==> src/rtl/regfile_sequencer_pkg.sv <==
// Shared definitions for the register-file sequencer: opcodes, FSM states
// and default datapath sizes.
package regfile_sequencer_pkg;

    localparam int N_DEF  = 4;
    localparam int AW_DEF = 1;

    typedef enum logic [2:0] {
        OP_ADD = 3'd0,
        OP_SUB = 3'd1,
        OP_AND = 3'd2,
        OP_OR  = 3'd3,
        OP_XOR = 3'd4,
        OP_MOV = 3'd5,
        OP_LDI = 3'd6,
        OP_CMP = 3'd7
    } op_e;

    typedef enum logic [1:0] {
        IDLE  = 2'd0,
        READ  = 2'd1,
        EXEC  = 2'd2,
        WRITE = 2'd3
    } state_e;

    // CMP only produces flags; every other op commits its result.
    function automatic logic op_writes(input op_e op);
        return (op != OP_CMP);
    endfunction

endpackage

==> src/rtl/regfile_sequencer_alu.sv <==
// Combinational ALU for the sequencer: result, carry/borrow, zero flag and
// whether the op should write the register file.
module rf_alu
    import regfile_sequencer_pkg::*;
#(
    parameter int N = N_DEF
) (
    input  op_e          op,
    input  logic [N-1:0] a,
    input  logic [N-1:0] b,
    input  logic [N-1:0] imm,
    output logic [N-1:0] res,
    output logic         carry,
    output logic         zero,
    output logic         wr_en
);

    logic [N:0] ext;

    // ADD/SUB/CMP share one (N+1)-bit adder path; the top bit is carry or borrow.
    always_comb begin
        ext   = '0;
        res   = '0;
        carry = 1'b0;
        case (op)
            OP_ADD: begin
                ext   = {1'b0, a} + {1'b0, b};
                res   = ext[N-1:0];
                carry = ext[N];
            end
            OP_SUB, OP_CMP: begin
                ext   = {1'b0, a} - {1'b0, b};
                res   = ext[N-1:0];
                carry = ext[N];
            end
            OP_AND:  res = a & b;
            OP_OR:   res = a | b;
            OP_XOR:  res = a ^ b;
            OP_MOV:  res = a;
            OP_LDI:  res = imm;
            default: res = '0;
        endcase
    end

    assign zero  = (res == '0);
    assign wr_en = op_writes(op);

endmodule

==> src/rtl/regfile_sequencer.sv <==
// Command-driven initiator for the two-entry register file: accepts one
// command, reads two sources, runs the ALU and writes the result back.
module regfile_sequencer
    import regfile_sequencer_pkg::*;
#(
    parameter int N  = N_DEF,
    parameter int AW = AW_DEF
) (
    input  logic          clk,
    input  logic          rst,
    input  logic          cmd_valid,
    output logic          cmd_ready,
    input  logic [2:0]    cmd_op,
    input  logic [AW-1:0] cmd_da,
    input  logic [AW-1:0] cmd_sa,
    input  logic [AW-1:0] cmd_sb,
    input  logic [N-1:0]  cmd_imm,
    output logic [AW-1:0] SA,
    output logic [AW-1:0] SB,
    input  logic [N-1:0]  A,
    input  logic [N-1:0]  B,
    output logic [AW-1:0] DA,
    output logic [N-1:0]  D,
    output logic          W,
    output logic          res_valid,
    output logic [N-1:0]  res_data,
    output logic          res_carry,
    output logic          res_zero
);

    state_e        state;
    op_e           op_q;
    logic [AW-1:0] da_q;
    logic [N-1:0]  imm_q;
    logic [N-1:0]  a_q;
    logic [N-1:0]  b_q;

    logic [N-1:0]  alu_res;
    logic          alu_carry;
    logic          alu_zero;
    logic          alu_wr_en;

    assign cmd_ready = (state == IDLE) && !rst;

    rf_alu #(.N(N)) u_alu (
        .op    (op_q),
        .a     (a_q),
        .b     (b_q),
        .imm   (imm_q),
        .res   (alu_res),
        .carry (alu_carry),
        .zero  (alu_zero),
        .wr_en (alu_wr_en)
    );

    // Results are loaded on the edge leaving EXEC so W/D/res_* are all valid
    // throughout WRITE, and the file commits on the edge leaving WRITE.
    always_ff @(posedge clk) begin
        if (rst) begin
            state     <= IDLE;
            op_q      <= OP_ADD;
            da_q      <= '0;
            imm_q     <= '0;
            a_q       <= '0;
            b_q       <= '0;
            SA        <= '0;
            SB        <= '0;
            DA        <= '0;
            D         <= '0;
            W         <= 1'b0;
            res_valid <= 1'b0;
            res_data  <= '0;
            res_carry <= 1'b0;
            res_zero  <= 1'b0;
        end else begin
            W         <= 1'b0;
            res_valid <= 1'b0;
            case (state)
                IDLE: begin
                    if (cmd_valid && cmd_ready) begin
                        op_q  <= op_e'(cmd_op);
                        da_q  <= cmd_da;
                        imm_q <= cmd_imm;
                        SA    <= cmd_sa;
                        SB    <= cmd_sb;
                        state <= READ;
                    end
                end
                READ: begin
                    a_q   <= A;
                    b_q   <= B;
                    state <= EXEC;
                end
                EXEC: begin
                    W         <= alu_wr_en;
                    DA        <= da_q;
                    D         <= alu_res;
                    res_valid <= 1'b1;
                    res_data  <= alu_res;
                    res_carry <= alu_carry;
                    res_zero  <= alu_zero;
                    state     <= WRITE;
                end
                WRITE: state <= IDLE;
                default: state <= IDLE;
            endcase
        end
    end

endmodule

==> config.mk <==
export PLATFORM = sky130hd
export DESIGN_NAME = regfile_sequencer
export DESIGN_NICKNAME = d
export VERILOG_FILES = /design/src/rtl/regfile_sequencer_pkg.sv /design/src/rtl/regfile_sequencer_alu.sv /design/src/rtl/regfile_sequencer.sv
export SDC_FILE = /design/constraint.sdc
export NUM_CORES = 1
export LEC_CHECK = 0
export BUFFER_PORTS_ARGS = -buffer_cell sky130_fd_sc_hd__buf_2
export CORE_MARGIN = 8
export CORE_UTILIZATION = 58
export DETAILED_ROUTE_END_ITERATION = 16
export PLACE_DENSITY_LB_ADDON = 0.3
export RECOVER_POWER = 100
export SLEW_MARGIN = 20
export SYNTH_ARGS = -nofsm -noshare
export SYNTH_HDL_FRONTEND = slang
export SYNTH_SLANG_ARGS = --single-unit
==> constraint.sdc <==
create_clock -name clk -period 3 [get_ports clk]
set_input_delay 0 -clock clk [delete_from_list [all_inputs] [get_ports clk]]
set_output_delay 0 -clock clk [all_outputs]
set_load 0.02 [all_outputs]
==> metrics.md <==
| Metric | Value |
|---|---|
| Clock Pin Slew Worst Setup and Hold Paths | `100 ps` |
| DR iter-0 viols | `53` |
| Period utilization | `84.9%` |
| Total Nets Final | `287` |
| Top_reg_cell synth | `dfxtp_1` |
| Syn Nets | `241` |
| DRT Pass-1 Iters | `4` |
| Initial antenna violation count | `0` |
| Placed Instances | `256` |
| CTS tree | `done` |
| Number of global-route vias before repair | `1470` |
| Tmin final | `2550 ps` |
| WS Path Type | `flop to flop` |
| Routability congestion estimate | `0.855` |
| CTS Hold Bufs | `19` |
| Combinational fraction of design power | `44.8%` |
| Max-cap viol count | `0` |
| GRT Overall Usage | `16.1%` |
| Maximum VDD drop | `0.000441 V` |
| Synth Instances | `203` |
| Clock network fraction of total power | `20.3%` |
| Post-synthesis register bit count | `29` |
| Worst r2r path cells | `7` |
| Achievable Freq | `393 MHz` |
| RSZ-0062 raised after global routing | `no` |
| Die Span X | `71.7 µm` |
| Status | `complete, no violations` |
| IO Count | `37` |
| Post-synth EDFFs | `0` |
| Crit start category | `flop` |
| Slew headroom | `41.4%` |
| FFs w/ async S/R, synth | `0%` |
| Final HPWL DP | `2760 µm` |
| Measured slew at the worst slew-check pin | `857 ps` |
| Drt via density | `5.34` |
| Initial Util | `59.8%` |
| Ratio of cells with drive above 1 in the final layout | `13.6%` |
| PortBufs | `36` |
| Final worst slack | `454 ps` |
| Largest net degree at the start of global routing | `23` |
| Final WL | `3930 µm` |
| Post-DR wirelength/cell | `13.9 µm` |
| Slew Limit Fails | `0` |
| CTS Sinks | `29` |
| Sequential element share of the synthesized area | `32.3%` |
| Clock latency at the later pin of the worst-skew pair | `340 ps` |
| N_diodes | `0` |
| H-Tree Depth | `2` |
| Clock skew | `9.21 ps` |
| Final core area utilization | `70.9%` |
| Layout fillers | `255` |
| Vias | `1512` |
| Antenna viol nets, final | `0` |
| Row cnt | `20` |
| Final instance count without filler cells | `283` |
| Average size of a mapped cell | `8.85 µm²` |
| PD cells | `800 nW/µm²` |
| DIE AREA | `5130 µm²` |
| Sequential Power Share | `34.9%` |
| CTS root buffer | `clkbuf_4` |
| Max clock buf depth | `2` |
| Final Hold Fails | `0` |
| Pleak | `0.884 nW` |
| Critical path peak fanout | `4` |
| Total Neg Setup Slack | `0 ps` |
| Post-CTS Setup Inserts | `0` |
| Final setup viols | `0` |
| Die Height | `71.7 µm` |
| Worst r2r src | `a_q[0]` |
| Worst EP arrival | `2840 ps` |
| GRT Residual Overflow | `0` |
| Pint | `1.01 mW` |
| Crit. Startpoint | `a_q[0]` |
| Placed Area | `1890 µm²` |
| Post-synthesis cell type count | `45` |
| Sw Ratio | `40.9%` |
| FF-to-FF End | `res_zero` |
| Setup crit end kind | `flop` |
| Worst setup path end | `res_zero` |
| Mapped Area | `1800 µm²` |
| Worst hold path type | `primary input to flop` |
| Total CTS buffers | `5` |
| Place WS | `753 ps` |
| Area of the core | `3000 µm²` |
| Post-CTS Resized | `0` |
| Design area | `2130 µm²` |
| First-pass GRT wire length | `6470 µm` |
| Register-to-Register Setup Slack | `450 ps` |
| CP Data Required Time | `3290 ps` |
| Synth warn | `0` |
| P_sw | `696 µW` |
| # DRC | `0` |
| Area grow syn2layout | `18.5%` |
## cell usage in the layout (no fill, tap or decap), drive strengths merged, types with 2 or more instances in the layout
cell	synthesis	routed
nand2	23	23
a2111oi	2	2
o21ai	12	12
xor2	4	4
mux2	2	2
a21boi	2	2
o2bb2ai	2	2
a21o	2	2
nor2	20	20
a211oi	6	6
ha	15	15
dfxtp	29	29
buf	8	20
mux2i	12	12
dlygate4sd3	0	19
fa	2	2
clkbuf	8	22
nor2b	4	4
nand2b	8	8
a22o	2	2
inv	16	16
nand3	2	2
a21oi	6	6
or3	2	2
nor3	2	2
## Yosys cell counts, types with 2 or more instances
master | count | area [µm²]
nand2_1 | 23 | 86.3
nand3_1 | 2 | 10.0
inv_1 | 16 | 60.1
buf_4 | 5 | 37.5
nand2b_1 | 7 | 43.8
a21oi_1 | 6 | 30.0
clkbuf_8 | 2 | 27.5
clkbuf_1 | 5 | 18.8
o2bb2ai_1 | 2 | 17.5
a21boi_0 | 2 | 15.0
buf_6 | 3 | 33.8
a21o_1 | 2 | 15.0
dfxtp_1 | 29 | 581
xor2_1 | 4 | 35.0
nor2_1 | 20 | 75.1
nor2b_1 | 3 | 18.8
nor3_1 | 2 | 10.0
a22o_1 | 2 | 17.5
mux2i_1 | 12 | 120
fa_1 | 2 | 40.0
ha_1 | 15 | 188
o21ai_0 | 12 | 60.1
a211oi_1 | 5 | 37.5
## registers in the layout, summed over array words and instances (netlist names), 2 cells and up
register,cells
op_q,3
a_q,4
state,2
res_data,4
imm_q,4
b_q,4
## worst min-delay path by stage
| stage | start | slack (ps) | cells after the start | endpoint |
|---|---|---|---|---|
| final | rst | 30 | 2 | res_valid |
| after global routing | rst | 30 | 2 | res_valid |
| after CTS | rst | 30 | 2 | res_valid |
| after detailed placement | cmd_da | 200 | 3 | da_q |
| after global placement | cmd_da | 200 | 3 | da_q |
| after floorplan | cmd_sa | 110 | 2 | SA |
## worst max-delay path, stage by stage (launching register included)
cell	delay, ps
dfxtp_1	380
inv_1	80
ha_1	310
mux2_1	320
a22o_1	190
a2111oi_0	790
o2111a_1	300
a32o_1	130
## layer usage
| layer | vias up | wire length [µm] | GRT usage, % |
|---|---|---|---|
| li1 | 769 | - | - |
| met1 | 690 | 1620 | 18.0 |
| met2 | 45 | 1930 | 26.7 |
| met3 | 8 | 302 | 4.46 |
| met4 | 0 | 78 | 9.52 |
| met5 | - | 0 | 0 |
## cells by family (layout without fill, tap and decap cells)
group,count (synthesis),in the layout,synth area share (%)
compound gates,42,42,17.6
xor+xnor,4,4,1.95
fa+ha+maj,17,17,12.7
buf+inv,32,79,10.3
flops,29,29,32.3
mux,14,14,8.15
simple gates,65,65,17.0
## stage by stage
| step | hold WS [ps] | total power, mW |
|---|---|---|
| global placement | 197 | 1.36 |
| finish | 27.4 | 1.70 |
| floorplan | 109 | 1.24 |
| CTS | 32.5 | 1.74 |
| global route | 33.5 | 1.83 |
| detailed placement | 203 | 1.38 |
## power by group through the flow
stage / sequential [mW] / combinational [mW] / clock (mW)
floorplan: 0.606 / 0.636 / 0
global placement: 0.599 / 0.764 / 0
detailed placement: 0.604 / 0.773 / 0
CTS: 0.595 / 0.799 / 0.351
global route: 0.614 / 0.849 / 0.369
finish: 0.594 / 0.763 / 0.346
## final cells by class
cell class | instances | area [µm²] | area share, %
multi-input combinational | 142 | 1010 | 47.3
sequential | 29 | 581 | 27.3
tap | 33 | 41.3 | 1.94
clock buffer | 6 | 51.3 | 2.41
timing repair buffer | 55 | 350 | 16.5
clock inverter | 2 | 37.5 | 1.76
inverter | 16 | 60.1 | 2.82
Power figures use the tool's default switching activity.
